## src/rtl/score_display_mux.sv

```systemverilog
// score_display_mux
//   Multiplexed driver for an active-low, common-anode bank of 7-segment digits.
//   The left half of the bank shows player 1's score in decimal and the right
//   half shows player 2's. Once either score reaches WIN_SCORE, the bank
//   latches a winner and shows a blinking winner letter (A or b) on every
//   digit until clr.
//
// Ports
//   segclk  in   display clock; all state changes on its rising edge
//   clr     in   synchronous active-high reset
//   p1, p2  in   [SCORE_W-1:0] unsigned player scores
//   seg     out  [6:0] segments, active-low, bit order {g,f,e,d,c,b,a}
//   an      out  [NUM_DIGITS-1:0] anode enables, active-low one-hot, MSB = leftmost
//   winner  out  [1:0] 00 none, 01 player 1, 10 player 2 (sticky)
module score_display_mux #(
  parameter int NUM_DIGITS   = 4,
  parameter int SCORE_W      = 7,
  parameter int WIN_SCORE    = 5,
  parameter int REFRESH_DIV  = 1,
  parameter int BLINK_FRAMES = 64,
  parameter int LEAD_BLANK   = 0
) (
  input  logic                  segclk,
  input  logic                  clr,
  input  logic [SCORE_W-1:0]    p1,
  input  logic [SCORE_W-1:0]    p2,
  output logic [6:0]            seg,
  output logic [NUM_DIGITS-1:0] an,
  output logic [1:0]            winner
);

  localparam int H  = NUM_DIGITS / 2;
  localparam int IW = (NUM_DIGITS > 2) ? $clog2(NUM_DIGITS) : 1;
  localparam int PW = (REFRESH_DIV > 1) ? $clog2(REFRESH_DIV) : 1;
  localparam int FW = (BLINK_FRAMES > 1) ? $clog2(BLINK_FRAMES) : 1;

  localparam logic [6:0] G_BLANK = 7'b1111111;
  localparam logic [6:0] G_A     = 7'b0001000;
  localparam logic [6:0] G_B     = 7'b0000011;

  function automatic int unsigned pow10(input int e);
    int unsigned r;
    r = 1;
    for (int k = 0; k < e; k++) r = r * 10;
    return r;
  endfunction

  localparam int unsigned MAXV = pow10(H) - 1;

  function automatic logic [6:0] glyph(input logic [3:0] d);
    case (d)
      4'd0:    glyph = 7'b1000000;
      4'd1:    glyph = 7'b1111001;
      4'd2:    glyph = 7'b0100100;
      4'd3:    glyph = 7'b0110000;
      4'd4:    glyph = 7'b0011001;
      4'd5:    glyph = 7'b0010010;
      4'd6:    glyph = 7'b0000010;
      4'd7:    glyph = 7'b1111000;
      4'd8:    glyph = 7'b0000000;
      4'd9:    glyph = 7'b0010000;
      default: glyph = G_BLANK;
    endcase
  endfunction

  logic [PW-1:0]         r_pre;
  logic [IW-1:0]         r_idx;
  logic [SCORE_W-1:0]    r_s1, r_s2;
  logic [1:0]            r_win;
  logic [FW-1:0]         r_frm;
  logic                  r_phase;
  logic [6:0]            r_seg;
  logic [NUM_DIGITS-1:0] r_an;

  logic                  w_tick, w_last, w_half2, w_win_set, w_lead;
  logic [SCORE_W-1:0]    w_s1, w_s2, w_raw;
  int unsigned           w_val;
  int                    w_exp;
  logic [3:0]            w_dig;
  logic [6:0]            w_glyph;
  logic [NUM_DIGITS-1:0] w_an;

  assign w_tick    = (r_pre == PW'(REFRESH_DIV - 1));
  assign w_last    = (r_idx == IW'(NUM_DIGITS - 1));
  assign w_win_set = (r_win == 2'b00) &&
                     ((32'(p1) >= 32'(WIN_SCORE)) || (32'(p2) >= 32'(WIN_SCORE)));

  // Digit 0 is drawn on the same tick that takes the snapshot, so it must
  // see the live inputs rather than the not-yet-updated snapshot registers.
  assign w_s1    = (r_idx == '0) ? p1 : r_s1;
  assign w_s2    = (r_idx == '0) ? p2 : r_s2;
  assign w_half2 = (int'(r_idx) >= H);
  assign w_raw   = w_half2 ? w_s2 : w_s1;
  assign w_val   = (32'(w_raw) > MAXV) ? MAXV : 32'(w_raw);
  // Decimal weight exponent of the current digit within its half (MSD first).
  assign w_exp   = H - 1 - (w_half2 ? int'(r_idx) - H : int'(r_idx));

  // Only the selected decimal weight is extracted; divisors are constants
  // per loop iteration. A digit is a leading zero exactly when the whole
  // value is below its decimal weight (never for the units digit).
  always_comb begin
    w_dig  = 4'd0;
    w_lead = 1'b0;
    for (int k = 0; k < H; k++) begin
      if (k == w_exp) begin
        w_dig  = 4'((w_val / pow10(k)) % 10);
        w_lead = (LEAD_BLANK != 0) && (k != 0) && (w_val < pow10(k));
      end
    end
  end

  always_comb begin
    w_glyph = G_BLANK;
    if (r_win != 2'b00) begin
      if (r_phase) w_glyph = (r_win == 2'b01) ? G_A : G_B;
    end else if (!w_lead) begin
      w_glyph = glyph(w_dig);
    end
  end

  assign w_an = ~(NUM_DIGITS'(1) << (NUM_DIGITS - 1 - int'(r_idx)));

  always_ff @(posedge segclk) begin
    if (clr) begin
      r_pre   <= '0;
      r_idx   <= '0;
      r_s1    <= '0;
      r_s2    <= '0;
      r_win   <= 2'b00;
      r_frm   <= '0;
      r_phase <= 1'b1;
      r_seg   <= G_BLANK;
      r_an    <= '1;
    end else begin
      r_pre <= w_tick ? '0 : r_pre + 1'b1;

      // p1 is tested first so a simultaneous win goes to player 1.
      if (r_win == 2'b00) begin
        if (32'(p1) >= 32'(WIN_SCORE))      r_win <= 2'b01;
        else if (32'(p2) >= 32'(WIN_SCORE)) r_win <= 2'b10;
      end

      // Blink timing only runs once a winner is latched; a frame ends on
      // the tick that wraps the digit index back to 0.
      if (w_win_set) begin
        r_phase <= 1'b1;
        r_frm   <= '0;
      end else if ((r_win != 2'b00) && w_tick && w_last) begin
        if (r_frm == FW'(BLINK_FRAMES - 1)) begin
          r_frm   <= '0;
          r_phase <= ~r_phase;
        end else begin
          r_frm <= r_frm + 1'b1;
        end
      end

      if (w_tick) begin
        if (r_idx == '0) begin
          r_s1 <= p1;
          r_s2 <= p2;
        end
        r_an  <= w_an;
        r_seg <= w_glyph;
        r_idx <= w_last ? '0 : r_idx + 1'b1;
      end
    end
  end

  assign seg    = r_seg;
  assign an     = r_an;
  assign winner = r_win;

endmodule

```

## config.mk

```make
export PLATFORM = sky130hd
export DESIGN_NAME = score_display_mux
export DESIGN_NICKNAME = d
export VERILOG_FILES = /design/src/rtl/score_display_mux.sv
export SDC_FILE = /design/constraint.sdc
export NUM_CORES = 1
export LEC_CHECK = 0
export BUFFER_PORTS_ARGS = -buffer_cell sky130_fd_sc_hd__buf_2
export CAP_MARGIN = 15
export CELL_PAD_IN_SITES_DETAIL_PLACEMENT = 0
export CELL_PAD_IN_SITES_GLOBAL_PLACEMENT = 2
export CORE_ASPECT_RATIO = 2
export CORE_MARGIN = 2
export CORE_UTILIZATION = 40
export CTS_BUF_LIST = sky130_fd_sc_hd__clkbuf_8
export CTS_CLUSTER_SIZE = 8
export DETAILED_ROUTE_END_ITERATION = 6
export PLACE_DENSITY_LB_ADDON = 0.1
export SKIP_LAST_GASP = 1
export SLEW_MARGIN = 30
export SYNTH_ARGS = -nofsm -noshare
export SYNTH_HDL_FRONTEND = slang
export SYNTH_SLANG_ARGS = --single-unit
```

## constraint.sdc

```tcl
create_clock -name segclk -period 11.9 [get_ports segclk]
set_input_delay 0.595 -clock segclk [delete_from_list [all_inputs] [get_ports segclk]]
set_output_delay 0.595 -clock segclk [all_outputs]
set_load 0.01 [all_outputs]
```

# After elaboration in Yosys (flattened, before gate mapping)
# Memories as Yosys holds them, arrays and structs flattened.
# Cells that the tools add are included.
# totals
n_memories,1
word_cells,58
input_bits,16
latch_bits,0
regBits,37
rom_bits,112
ramBits,0
# classes
n_bitwise,3
n_div,3
n_addsub,6
eq_ne,4
n_mul,0
magnitude_cmp,4
mux,14
n_reduce_logical,13
n_shift,1
# mem_list
name,depth,width,read_ports,rd_clocked_by_memory_dff,wr,line,text
(no name shown),16,7,1,0,0,51,case (d)
# ops
cell,n
$mod A32 B4 Y32 const B,2
$mux W7,6
$div A32 B4 Y32 const B,1
$eq A2 B32 Y1 const A,1
$logic_not A32 Y1,1
$mux W32,1
$shl A1 B32 Y4 const A,1
$sub A2 B32 Y32 const A,1
$ge A7 B3 Y1 const B,2
$mux W4,3
$gt A7 B7 Y1 const B,1
$add A6 B1 Y6 const B,1
$eq A6 B6 Y1 const B,1
$mux W2,3
$mux W6,1
$logic_not A2 Y1,2
$not A4 Y4,1
$reduce_and A2 Y1,2
$reduce_bool A2 Y1,2
$reduce_or A2 Y1,2
$logic_and A1 B1 Y1,3
$sub A2 B2 Y3 const A,1
$sub A2 B2 Y3 const B,1
$add A2 B1 Y2 const B,1
6 further kinds,7

# Depth between registers and ports, before layout
# An unclocked memory read counts as a cell.
# logic_depth
word_depth,10
depth_mapped,27
mapped_depth_nobuf,24

# Least setup slack after synthesis
# No wires, ideal clock.
# synth_path
path_kind,reg-to-reg
from,reg r_idx[0]
to,"reg r_seg[6], in the netlist seg[6]"
path_stages_with_launch,26
period_less_slack_ns,5.521
t_arrival_ns,5.462
required_time_ns,11.841
path_slack_ns,6.379
setup_time_ns,0.059
cell_sequence,dfxtp_1 inv_1 ha_1 buf_6 buf_6 mux2_4 and4_1 or2_2 ha_1 or2_1 ha_1 inv_1 nand4_1 o21ai_0 nand2_1 o22ai_2 nor2_4 nor3_2 xnor2_1 ha_1 or4b_1 and3_1 buf_6 xnor2_2 a2111oi_2 o22a_1
# synth_via
elab_chain_len,10
word_cells_on_any_way,19
cone_classes,add/sub: 2; div: 3; order compare: 2; eq/ne: 1; mux: 8; reduce/logical: 2; memory: 1
# synth_rtl
item,line,text
start: declaration,67,logic [IW-1:0] r_idx;
start signal: assignment,164,r_idx <= w_last ? '0 : r_idx + 1'b1;
$logic_not A2 Y1,"90, 91",
$mux W7,-,
$mux W7,93,assign w_raw = w_half2 ? w_s2 : w_s1;
$gt A7 B7 Y1,94,assign w_val = (32'(w_raw) > MAXV) ? MAXV : 32'(w_raw);
$mux W7,94,
$div A32 B4 Y32 or $mod A32 B4 Y32 (tied branches),106,w_dig = 4'((w_val / pow10(k)) % 10);
$mod A32 B4 Y32 or $mux W4 (tied branches),"106, 105",
$mux W4 *,105,if (k == w_exp) begin
$mem_v2 Z16 W7 *,-,
$mux W7 *,114,if (r_win != 2'b00) begin
end signal: assignment,163,r_seg <= w_glyph;
end: declaration,72,logic [6:0] r_seg;
# Every way passes the cells marked *; elsewhere a longest branch is shown, timed or not.
# A chain may end at the register's enable or synchronous reset.

# Worst setup path after layout
# Same ends and word-level chain as after synthesis.

==> summary.md <==
| Metric | Value |
|---|---|
| Outcome | finished, final reports clean |
| Worst r2r src | r_idx[0] |
| Lkg Pwr | 1.35 nW |
| Clk_lat worst skew | 300 ps |
| Routed Antenna Nets | 0 |
| Ant diodes | 0 |
| Worst hold slack | 479 ps |
| # nets final | 436 |
| Largest net degree at the start of global routing | 29 |
| WL/cell | 17.9 um |
| Adder-Cell Fraction of Synth Area | 5.25% |
| Mapped Cells | 385 |
| Clk pwr share | 21.5% |
| CP max FO | 28 |
| TritonCTS Buffers | 5 |
| Clk_skew | 9.13 ps |
| NetSw | 0.255 mW |
| Initial Utilization | 41.0% |
| Internal Power | 0.350 mW |
| DIE HEIGHT | 128 um |
| Post-synth top area share | 23.9% |
| Final period util | 53.6% |
| Post-CTS setup buffer count | 0 |
| Fill count | 806 |
| Ys flop type | dfxtp_1 |
| Post-layout min period | 6370 ps |
| Area contributors post-synth | dfxtp_1, nand2_1, nor2_1 |
| Worst path slowest cell | or4b_1 |
| Die Wd | 66.2 um |
| Synth Area in Compound Gates | 25.7% |
| Cell family with most CP delay | simple AND/OR/NAND/NOR gates |
| Synth Net Count | 414 |
| Core area | 7540 um2 |
| Min-delay worst type | reg -> reg |
| Crit-path cells | inv_1, ha_1, buf_4, mux2_4, and4_1, or2_2, ha_1, or2_1, ha_1, inv_1, nand4_1, o21ai_0, nand2_1, o22ai_2, nor2_4, nor3_2, xnor2_1, ha_1, or4b_1, and3_1, xnor2_2, a2111oi_2, o22a_1 |
| FF-to-FF End | seg[6] |
| Crit Path Class | reg -> reg |
| Synth Area in XOR/XNOR | 3.07% |
| Vias in the first global route | 2,904 |
| Htree depth | 2 |
| Synth top cells by count | nand2_1, nor2_1, dfxtp_1 |
| Clock Tree Buf Depth | 2 |
| Port Buf Inserts | 28 |
| Synth area leader | dfxtp_1 |
| Multiplexer area fraction after synthesis | 9.90% |
| Kind of end point of the critical path | register |
| Area delta synth->final | 10.1% |
| PostCTS Resize Cnt | 0 |
| Drt drc | 0 |
| Crit path buf inv count | 3 |
| Max Slew Vio Count | 0 |
| Switch share | 42.2% |
| Most numerous cell in the Yosys netlist | nand2_1 |
| Warnings, synthesis | 0 |
| Required time worst endpoint | 12,140 ps |
| Sequential power share | 23.9% |
| RSZ-0062 raised after global routing | no |
| Hold path cells | 2 |
| Simple-Gate Fraction of Synth Area | 27.4% |
| DP HPWL | 7.14 mm |
| Hold_buf cts | 0 |
| Total track usage | 22.4% |
| R2R Setup Slk | 5530 ps |
| GP Congestion | 0.881 |
| CP peak stage delay | 540 ps |
| GRT Residual Overflow | 0 |
| Max Freq | 157 MHz |
| DRT Pass-1 Iters | 4 |
| CTS root buf | clkbuf_8 |
| Max-slew headroom | 35.0% |
| Die ar. | 8500 um2 |
| Row cnt | 45 |
| Pwr/cell area | 178 nW/um2 |
| Worst-path clk slew | 80 ps |
| Setup crit start kind | register |
| WHS Endpoint | an[1] |
| R2R depth | 23 |
| Comb pwr share | 54.6% |
| Main combinational cell family by area after synthesis | simple AND/OR/NAND/NOR gates |
| Share of cells above drive strength 1 | 19.9% |
| Async SR Flop Fraction | 0% |
| CP dominant cell by count | ha_1 |
| Global-route wire length before repair | 14.5 mm |
| Peak supply drop | 0.129 mV |
| Seq/Total Area, Yosys | 23.9% |
| Syn_area_per_cell | 8.04 um2 |
| Setup-failing EPs final | 0 |
| Vias/cell | 5.68 |
| Io pins | 29 |
| Synth cell types | 79 |
| Final wirelength | 8.96 mm |
| Synth Register Bits | 37 |
| Sink Count | 37 |
| Crit path DAT | 6610 ps |
| Hold wc startpoint | an[1] |
| DRT iter0 DRCs | 72 |
| TNS Setup | 0 ps |
| Worst Tran Pin Value | 972 ps |
| Maxcap violations | 0 |
| Pwr Total | 0.606 mW |
| Vias | 2,853 |
| TritonCTS clock tree | yes |
| Area of the mapped netlist | 3100 um2 |
| Post-synth EDFFs | 0 |
| Initial antenna violation count | 0 |
| Hold Vio Cnt, Final | 0 |
placed cells by master (no fill, tap or decap), drive strengths merged, types with 3 or more instances in the layout:
| cell | count |
|---|---|
| buf | 30 |
| or2 | 5 |
| nor2b | 3 |
| mux2i | 13 |
| xnor2 | 6 |
| o32a | 3 |
| o221ai | 3 |
| or3 | 6 |
| and3 | 3 |
| a211oi | 3 |
| o21ai | 20 |
| nand2 | 56 |
| ha | 13 |
| a21oi | 33 |
| nor4 | 5 |
| inv | 13 |
| nor2 | 48 |
| nand3 | 9 |
| xor2 | 4 |
| o31ai | 5 |
| nor3 | 10 |
| dfxtp | 37 |
| nand2b | 7 |
| a211o | 3 |
| nand4 | 3 |
| clkbuf | 5 |
| o22ai | 4 |
| mux2 | 10 |
| and4 | 4 |
registers in the layout, indices dropped and copies added (netlist names):
signal,flops
seg,7
r_frm,6
winner,2
an,4
r_idx,2
r_s2,7
r_pre,1
r_s1,7
r_phase,1
layout make-up:
type,count,area [um2],share of cell area (%)
Tap cell,94,118,3.45
Multi-Input combinational cell,320,2210,64.9
Timing Repair Buffer,30,155,4.55
Clock buffer,5,68.8,2.02
Clock inverter,3,65.1,1.91
Sequential cell,37,741,21.7
Inverter,13,48.8,1.43
per-layer routing:
metal / wire length (um) / track usage (%) / share of wire, % / vias to the layer above
li1: - / - / - / 1452
met1: 3450 / 22.9 / 39 / 1338
met2: 5040 / 43.5 / 56 / 45
met3: 213 / 3.06 / 2.4 / 18
met4: 261 / 9.00 / 2.9 / 0
met5: 0 / 0 / 0 / -
worst min-delay path, delay by kind of cell (launching register included):
kind	cells	cell delay (ps)
AO/OA/AOI/OAI	1	70
AND/OR/NAND/NOR	1	60
flip-flops	1	320
power by group through the flow:
stage	registers, mW	logic (mW)	clock network, mW
floorplan	0.148	0.260	0
global placement	0.147	0.330	0
detailed placement	0.147	0.329	0
CTS	0.145	0.332	0.133
global route	0.146	0.362	0.138
finish	0.145	0.331	0.130
stage by stage:
stage / utilization (%) / instances / setup WS [ps] / cell area, um2
final: 45.2 / 502 / 5530 / 3410
after global routing: 45.2 / 502 / 5210 / 3410
after CTS: 45.2 / 502 / 5540 / 3410
after detailed placement: 43.4 / 494 / 5610 / 3270
after global placement: 43.4 / 494 / 5670 / 3270
after floorplan: - / 385 / 6380 / 3100
cells by family (layout without fill, tap and decap cells):
| logic type | count (synthesis) | count (layout) |
|---|---|---|
| AOI/OAI and AO/OA | 103 | 103 |
| xor gates and xnor gates | 10 | 10 |
| adders and majority gates | 13 | 13 |
| buffers and inverters | 28 | 51 |
| DFF | 37 | 37 |
| muxes | 25 | 25 |
| other | 1 | 1 |
| and+or+nand+nor | 168 | 168 |
worst max-delay path by stage:
stage	slack, ps	start	endpoint	cells after the start
after CTS	5540	r_idx[0]	seg[6]	23
final	5530	r_idx[0]	seg[6]	23
after floorplan	6380	r_idx[0]	seg[6]	25
after detailed placement	5610	r_idx[0]	seg[6]	23
after global routing	5210	r_idx[0]	seg[6]	23
after global placement	5670	r_idx[0]	seg[3]	23
No activity file was read; power rests on OpenSTA's default activity.
